--- src/rtl/display_pkg.sv ---
// Shared definitions for the 7-segment scan controller: digit geometry,
// default slot timing and the scan FSM encoding.
package display_pkg;

  localparam int unsigned MAX_DIGITS       = 8;
  localparam int unsigned NIBBLE_W         = 4;
  localparam int unsigned IDX_W            = $clog2(MAX_DIGITS);
  localparam int unsigned DEF_DIV_CYCLES   = 100000;
  localparam int unsigned DEF_BLANK_CYCLES = 1000;

  typedef enum logic {
    BLANK = 1'b0,
    SHOW  = 1'b1
  } scan_state_e;

  // Active-low anode pattern: only the selected digit is driven, and only if lit.
  function automatic logic [MAX_DIGITS-1:0] anode_pattern(input logic lit,
                                                          input logic [IDX_W-1:0] idx);
    logic [MAX_DIGITS-1:0] mask;
    mask = '1;
    if (lit) mask[idx] = 1'b0;
    return mask;
  endfunction

endpackage

--- src/rtl/display_scan_ctrl_scan_timer.sv ---
// Slot timer: free-running counter 0..DIV_CYCLES-1 with strobes marking the
// last cycle of a slot and the last cycle of the blanking window.
module scan_timer
  import display_pkg::*;
#(
  parameter int unsigned DIV_CYCLES   = DEF_DIV_CYCLES,
  parameter int unsigned BLANK_CYCLES = DEF_BLANK_CYCLES
) (
  input  logic i_clk,
  input  logic i_reset,
  output logic o_slot_wrap,
  output logic o_blank_done
);

  localparam int unsigned CNT_W = $clog2(DIV_CYCLES);

  logic [CNT_W-1:0] r_cnt;
  logic             w_wrap;

  assign w_wrap       = (r_cnt == CNT_W'(DIV_CYCLES - 1));
  assign o_slot_wrap  = w_wrap;
  assign o_blank_done = (r_cnt == CNT_W'(BLANK_CYCLES - 1));

  // Slot counter, wraps to zero after DIV_CYCLES-1.
  always_ff @(posedge i_clk) begin
    if (i_reset)     r_cnt <= '0;
    else if (w_wrap) r_cnt <= '0;
    else             r_cnt <= r_cnt + 1'b1;
  end

endmodule

--- src/rtl/display_scan_ctrl.sv ---
// Time-multiplexed scan controller for an 8-digit common-anode 7-segment
// display. Double-buffered display data is committed only at frame wrap.
module display_scan_ctrl
  import display_pkg::*;
#(
  parameter int unsigned N_DIGITS     = MAX_DIGITS,
  parameter int unsigned DIV_CYCLES   = DEF_DIV_CYCLES,
  parameter int unsigned BLANK_CYCLES = DEF_BLANK_CYCLES
) (
  input  logic                             clk,
  input  logic                             reset,
  input  logic [MAX_DIGITS*NIBBLE_W-1:0]   data_in,
  input  logic [MAX_DIGITS-1:0]            dp_in,
  input  logic [MAX_DIGITS-1:0]            en_in,
  input  logic                             load,
  output logic                             load_pending,
  output logic [NIBBLE_W-1:0]              nibble,
  output logic [MAX_DIGITS-1:0]            an,
  output logic                             dp,
  output logic [IDX_W-1:0]                 digit_idx,
  output logic                             frame_tick
);

  if (N_DIGITS < 1 || N_DIGITS > MAX_DIGITS || DIV_CYCLES < 2 ||
      BLANK_CYCLES < 1 || BLANK_CYCLES >= DIV_CYCLES) begin : g_param_check
    $error("display_scan_ctrl: illegal N_DIGITS/DIV_CYCLES/BLANK_CYCLES");
  end

  localparam int unsigned DATA_W = MAX_DIGITS * NIBBLE_W;

  logic                  w_slot_wrap;
  logic                  w_blank_done;
  logic                  w_last_digit;
  logic                  w_frame_wrap;
  logic [IDX_W-1:0]      w_next_idx;
  logic [DATA_W-1:0]     w_act_data_nxt;
  logic [MAX_DIGITS-1:0] w_act_dp_nxt;
  logic [MAX_DIGITS-1:0] w_act_en_nxt;
  logic [MAX_DIGITS-1:0] w_an_show;
  logic                  w_dp_show;

  logic [DATA_W-1:0]     r_sh_data;
  logic [MAX_DIGITS-1:0] r_sh_dp;
  logic [MAX_DIGITS-1:0] r_sh_en;
  logic [DATA_W-1:0]     r_act_data;
  logic [MAX_DIGITS-1:0] r_act_dp;
  logic [MAX_DIGITS-1:0] r_act_en;
  logic                  r_pending;

  scan_state_e           r_state;
  logic [MAX_DIGITS-1:0] r_an;
  logic                  r_dp;
  logic [NIBBLE_W-1:0]   r_nibble;
  logic [IDX_W-1:0]      r_digit_idx;
  logic                  r_frame_tick;

  scan_timer #(
    .DIV_CYCLES   (DIV_CYCLES),
    .BLANK_CYCLES (BLANK_CYCLES)
  ) u_scan_timer (
    .i_clk        (clk),
    .i_reset      (reset),
    .o_slot_wrap  (w_slot_wrap),
    .o_blank_done (w_blank_done)
  );

  assign w_last_digit = (r_digit_idx == IDX_W'(N_DIGITS - 1));
  assign w_frame_wrap = w_slot_wrap && w_last_digit;
  assign w_next_idx   = !w_slot_wrap ? r_digit_idx :
                        (w_last_digit ? '0 : r_digit_idx + 1'b1);

  // Active buffer as it will be after this edge. A load sampled on the
  // frame-wrap edge bypasses the shadow so it is visible on digit 0 at once.
  always_comb begin
    w_act_data_nxt = r_act_data;
    w_act_dp_nxt   = r_act_dp;
    w_act_en_nxt   = r_act_en;
    if (w_frame_wrap) begin
      if (load) begin
        w_act_data_nxt = data_in;
        w_act_dp_nxt   = dp_in;
        w_act_en_nxt   = en_in;
      end else if (r_pending) begin
        w_act_data_nxt = r_sh_data;
        w_act_dp_nxt   = r_sh_dp;
        w_act_en_nxt   = r_sh_en;
      end
    end
  end

  assign w_an_show = anode_pattern(r_act_en[r_digit_idx], r_digit_idx);
  assign w_dp_show = ~(r_act_en[r_digit_idx] & r_act_dp[r_digit_idx]);

  // Shadow/active double buffer and pending flag.
  always_ff @(posedge clk) begin
    if (reset) begin
      r_sh_data  <= '0;
      r_sh_dp    <= '0;
      r_sh_en    <= '0;
      r_act_data <= '0;
      r_act_dp   <= '0;
      r_act_en   <= '0;
      r_pending  <= 1'b0;
    end else begin
      if (load) begin
        r_sh_data <= data_in;
        r_sh_dp   <= dp_in;
        r_sh_en   <= en_in;
      end
      r_act_data <= w_act_data_nxt;
      r_act_dp   <= w_act_dp_nxt;
      r_act_en   <= w_act_en_nxt;
      if (w_frame_wrap) r_pending <= 1'b0;
      else if (load)    r_pending <= 1'b1;
    end
  end

  // Scan FSM with registered anode, decimal point, nibble, index and tick.
  always_ff @(posedge clk) begin
    if (reset) begin
      r_state      <= BLANK;
      r_an         <= '1;
      r_dp         <= 1'b1;
      r_nibble     <= '0;
      r_digit_idx  <= '0;
      r_frame_tick <= 1'b0;
    end else begin
      r_frame_tick <= w_frame_wrap;
      if (w_slot_wrap) begin
        r_digit_idx <= w_next_idx;
        r_nibble    <= w_act_data_nxt[{w_next_idx, 2'b00} +: NIBBLE_W];
      end
      case (r_state)
        BLANK: begin
          if (w_blank_done) begin
            r_state <= SHOW;
            r_an    <= w_an_show;
            r_dp    <= w_dp_show;
          end
        end
        SHOW: begin
          if (w_slot_wrap) begin
            r_state <= BLANK;
            r_an    <= '1;
            r_dp    <= 1'b1;
          end
        end
        default: begin
          r_state <= BLANK;
          r_an    <= '1;
          r_dp    <= 1'b1;
        end
      endcase
    end
  end

  assign load_pending = r_pending;
  assign nibble       = r_nibble;
  assign an           = r_an;
  assign dp           = r_dp;
  assign digit_idx    = r_digit_idx;
  assign frame_tick   = r_frame_tick;

endmodule
--- config.mk ---
export PLATFORM = sky130hd
export DESIGN_NAME = display_scan_ctrl
export DESIGN_NICKNAME = d
export VERILOG_FILES = /design/src/rtl/display_pkg.sv /design/src/rtl/display_scan_ctrl_scan_timer.sv /design/src/rtl/display_scan_ctrl.sv
export SDC_FILE = /design/constraint.sdc
export NUM_CORES = 1
export LEC_CHECK = 0
export BUFFER_PORTS_ARGS = -buffer_cell sky130_fd_sc_hd__clkbuf_2
export CORE_ASPECT_RATIO = 1.5
export CORE_MARGIN = 2
export CORE_UTILIZATION = 50
export DETAILED_ROUTE_END_ITERATION = 8
export GPL_TIMING_DRIVEN = 0
export MAX_ROUTING_LAYER = met4
export PLACE_DENSITY = 0.67
export SETUP_SLACK_MARGIN = 0.02
export SLEW_MARGIN = 20
export SYNTH_ARGS = -nofsm -noshare
export SYNTH_HDL_FRONTEND = slang
export SYNTH_SLANG_ARGS = --single-unit
--- constraint.sdc ---
create_clock -name clk -period 3.5 [get_ports clk]
set_input_delay 0.7 -clock clk [delete_from_list [all_inputs] [get_ports clk]]
set_output_delay 0.7 -clock clk [all_outputs]
set_load 0.01 [all_outputs]
==> summary.txt <==
Die
  • Site Rows: 47
  • I/O pin cnt: 69
  • Core area: 10,900 um2
  • Die Area: about 12,000 um2
  • Die Height: 133 um
  • Initial Util: 0.510
  • Die W: 90.2 um

Detailed routing
  • Drt drc: 0
  • DR WL/cell: 17.6 um
  • Post-Route WL: 14,700 um
  • Post-route ant nets: 0
  • Pre-antenna DRT Iters: 5
  • Vias/cell: around 5.7
  • Drt initial violations: 228
  • Via count: 4,741

Synthesis
  • Async S/R FF share, synth: 0
  • Top cells by count, synth: dfxtp_1 (132), nor2_1 (121), mux2i_1 (57), clkbuf_1 (32)
  • Synth area leader: dfxtp_1
  • Post-synthesis sequential area ratio: 0.474
  • Top post-synthesis cells by area: dfxtp_1 (47%), mux2i_1 (10%), nor2_1 (8.1%)
  • Yosys warnings: 0
  • Main flop type after synthesis: dfxtp_1
  • Yosys top cell area share: 0.474
  • Unique masters post-synth: 50
  • Synth Instances: slightly below 600
  • Seq cells post-synth: 132
  • Mapped Area: 5580 um2
  • Syn Nets: roughly 650
  • Number of synthesized flops with an enable pin: 0
  • Most frequent cell after synthesis: dfxtp_1
  • Syn_area_per_cell: 9.40 um2

Timing
  • Finish-stage setup viols: 0
  • Worst clock skew: 0.00847 ns
  • Setup ws final: 0.325 ns
  • Worst slew pin tran: approximately 0.96 ns
  • Setup TNS: 0 ns
  • Final period util: 0.907
  • Slew headroom: 0.343
  • Final hold violation count: 0
  • Final min period: 3.17 ns
  • RSZ-0062 raised after global routing: false
  • Slew Limit Fails: 0
  • F_max: 315 MHz

Clocking
  • Post-CTS Setup Bufs: 0
  • Clk buf depth: 2
  • # H-tree levels: 4
  • Clock transition at the registers of the reported paths: 0.06 ns
  • CTS tree: built
  • Clock root cell: clkbuf_16
  • Worst-skew pair later-pin latency: 0.42 ns
  • CTS Buf Count: 17
  • Sink Count: 132

Place
  • DP Worst Slack: 0.0591 ns
  • Hpwl dp: 10,600 um
  • Port Buffers: 66
  • Placed Area: 6090 um2
  • Final GP Congestion: 0.907

Job
  • MaxCap Viol Count: 0

Critical path
  • CP max stage cell: buf_1
  • Crit. End Element: register
  • Arr. time, crit path: 3.51 ns
  • Startpoint Class: register
  • Critical Path Fanout Max: 10
  • Critical Path RT: between 3 and 4 ns
  • CP Cell Sequence: ha_1 -> and4_1 -> clkbuf_1 -> and2_1 -> clkbuf_2 -> and3_1 -> clkbuf_1 -> buf_1 -> nor2_1 -> a211oi_1
  • Setup CP Type: register to register
  • Worst path top cell family by delay: buffers and inverters
  • Most frequent cell on the critical path: clkbuf_1
  • R2R cell count: 10
  • CP Buf/Inv Count: 4
  • WP depth: 10
  • Slowest cell delay on critical path: between 0.5 and 0.6 ns

Finish
  • Fin area: 6740 um2
  • Fin util: 0.616
  • Final #Nets: 732
  • Multi-input gate area: 2750 um2
  • FILL cells: 993
  • Diodes inserted: 0
  • Share of layout cells above drive strength 1: 0.178
  • Area delta synth->final: 20.9%
  • Register area: ~2600 um2

Worst hold path
  • Min-Delay Path Class: register to register
  • Worst hold stages: 1

Power
  • Worst IR Drop VDD: between 0.0003 and 0.0004 V
  • Pwr/cell area: 545 nW/um2
  • Total power: 3680 uW
  • Lkg Pwr: between 0.002 and 0.003 uW

Global routing
  • First-pass GRT wire length: between 20,000 and 25,000 um
  • GRT Total Usage: 0.259
  • Initial antenna violation count: 0
  • Largest net degree at the start of global routing: 17
  • Vias in the first global route: 4,865
  • GRT Residual Overflow: 0

Run status
  • Outcome: finished clean
-- placed cells by master (no fill, tap or decap), types with 6 or more instances in the layout --
master and n:
a211oi_1 31, and2_1 15, and3_1 9, clkbuf_1 33, clkbuf_16 17, clkbuf_2 68, dfxtp_1 132, mux2i_1 57
mux4_2 6, nand2_1 31, nand3_1 14, nor2_1 121, nor3_1 10, o21ai_0 11, o21bai_1 9, o22ai_1 15
xor2_1 10
-- worst reg2reg max path, cell delays in order (launching register included) --
cell and delay [ns]:
dfxtp_1 0.37, ha_1 0.26, and4_1 0.21, clkbuf_1 0.28, and2_1 0.25, clkbuf_2 0.27, and3_1 0.25, clkbuf_1 0.40
buf_1 0.51, nor2_1 0.08, a211oi_1 0.21
-- per-layer routing --
metal	routed length, um	track usage	share of wire	vias to the layer above
li1	-	-	-	2301
met1	6100	0.282	0.41	2258
met2	7340	0.441	0.50	136
met3	646	0.0532	0.044	46
met4	619	0.144	0.042	0
met5	0	-	0	-
-- power by group --
group	switching (uW)	total (uW)	internal, uW
clock	664	1950	1280
sequential	15.3	1550	1540
combinational	102	173	70.6
total	781	3680	2890
-- path summary, 6_finish.rpt --
check / start / endpoint / slack [ns]
min: u_scan_timer.r_cnt[0]$_SDFF_PP0_ / u_scan_timer.r_cnt[0]$_SDFF_PP0_ / 0.48
max reg2reg: u_scan_timer.r_cnt[0]$_SDFF_PP0_ / r_act_data[29]$_SDFF_PP0_ / 0.33
min reg2reg: u_scan_timer.r_cnt[0]$_SDFF_PP0_ / u_scan_timer.r_cnt[0]$_SDFF_PP0_ / 0.48
max: u_scan_timer.r_cnt[0]$_SDFF_PP0_ / r_act_data[29]$_SDFF_PP0_ / 0.33
-- kinds of logic after synthesis --
logic type      Yosys count  share of synthesized area
simple gates            227                      0.190
flops                   132                      0.474
compound gates          102                      0.137
mux                      68                      0.137
buf+inv                  46                     0.0328
xor+xnor                 15                     0.0236
fa+ha+maj                 3                    0.00673
-- registers in the layout, indices dropped and copies added (netlist names), 3 cells and up --
| signal | cells |
|---|---|
| nibble | 4 |
| u_scan_timer.r_cnt | 17 |
| r_sh_en | 8 |
| digit_idx | 3 |
| r_sh_dp | 8 |
| an | 8 |
| r_act_data | 32 |
| r_act_dp | 8 |
| r_act_en | 8 |
| r_sh_data | 32 |
-- what timing repair did --
action / in CTS / in global routing
setup endpoints to repair: 0 / 21
hold buffers: 0 / 0
resized for setup: 0 / 3
-- per-stage QoR --
stage | instances | hold slack (ns)
floorplan | 593 | 0.418
global placement | 806 | 0.434
detailed placement | 806 | 0.459
CTS | 838 | 0.478
global route | 838 | 0.489
finish | 838 | 0.482
-- cell type report --
| class | instances | area share |
|---|---|---|
| timing repair buffer | 66 | 0.0490 |
| multi-input combinational | 415 | 0.408 |
| sequential | 132 | 0.392 |
| buffer | 41 | 0.0247 |
| clock inverter | 12 | 0.0301 |
| clock buffer | 20 | 0.0663 |
| inverter | 5 | 0.00278 |
| tap | 147 | 0.0273 |
Note: power is estimated with default switching activity, not from simulation.
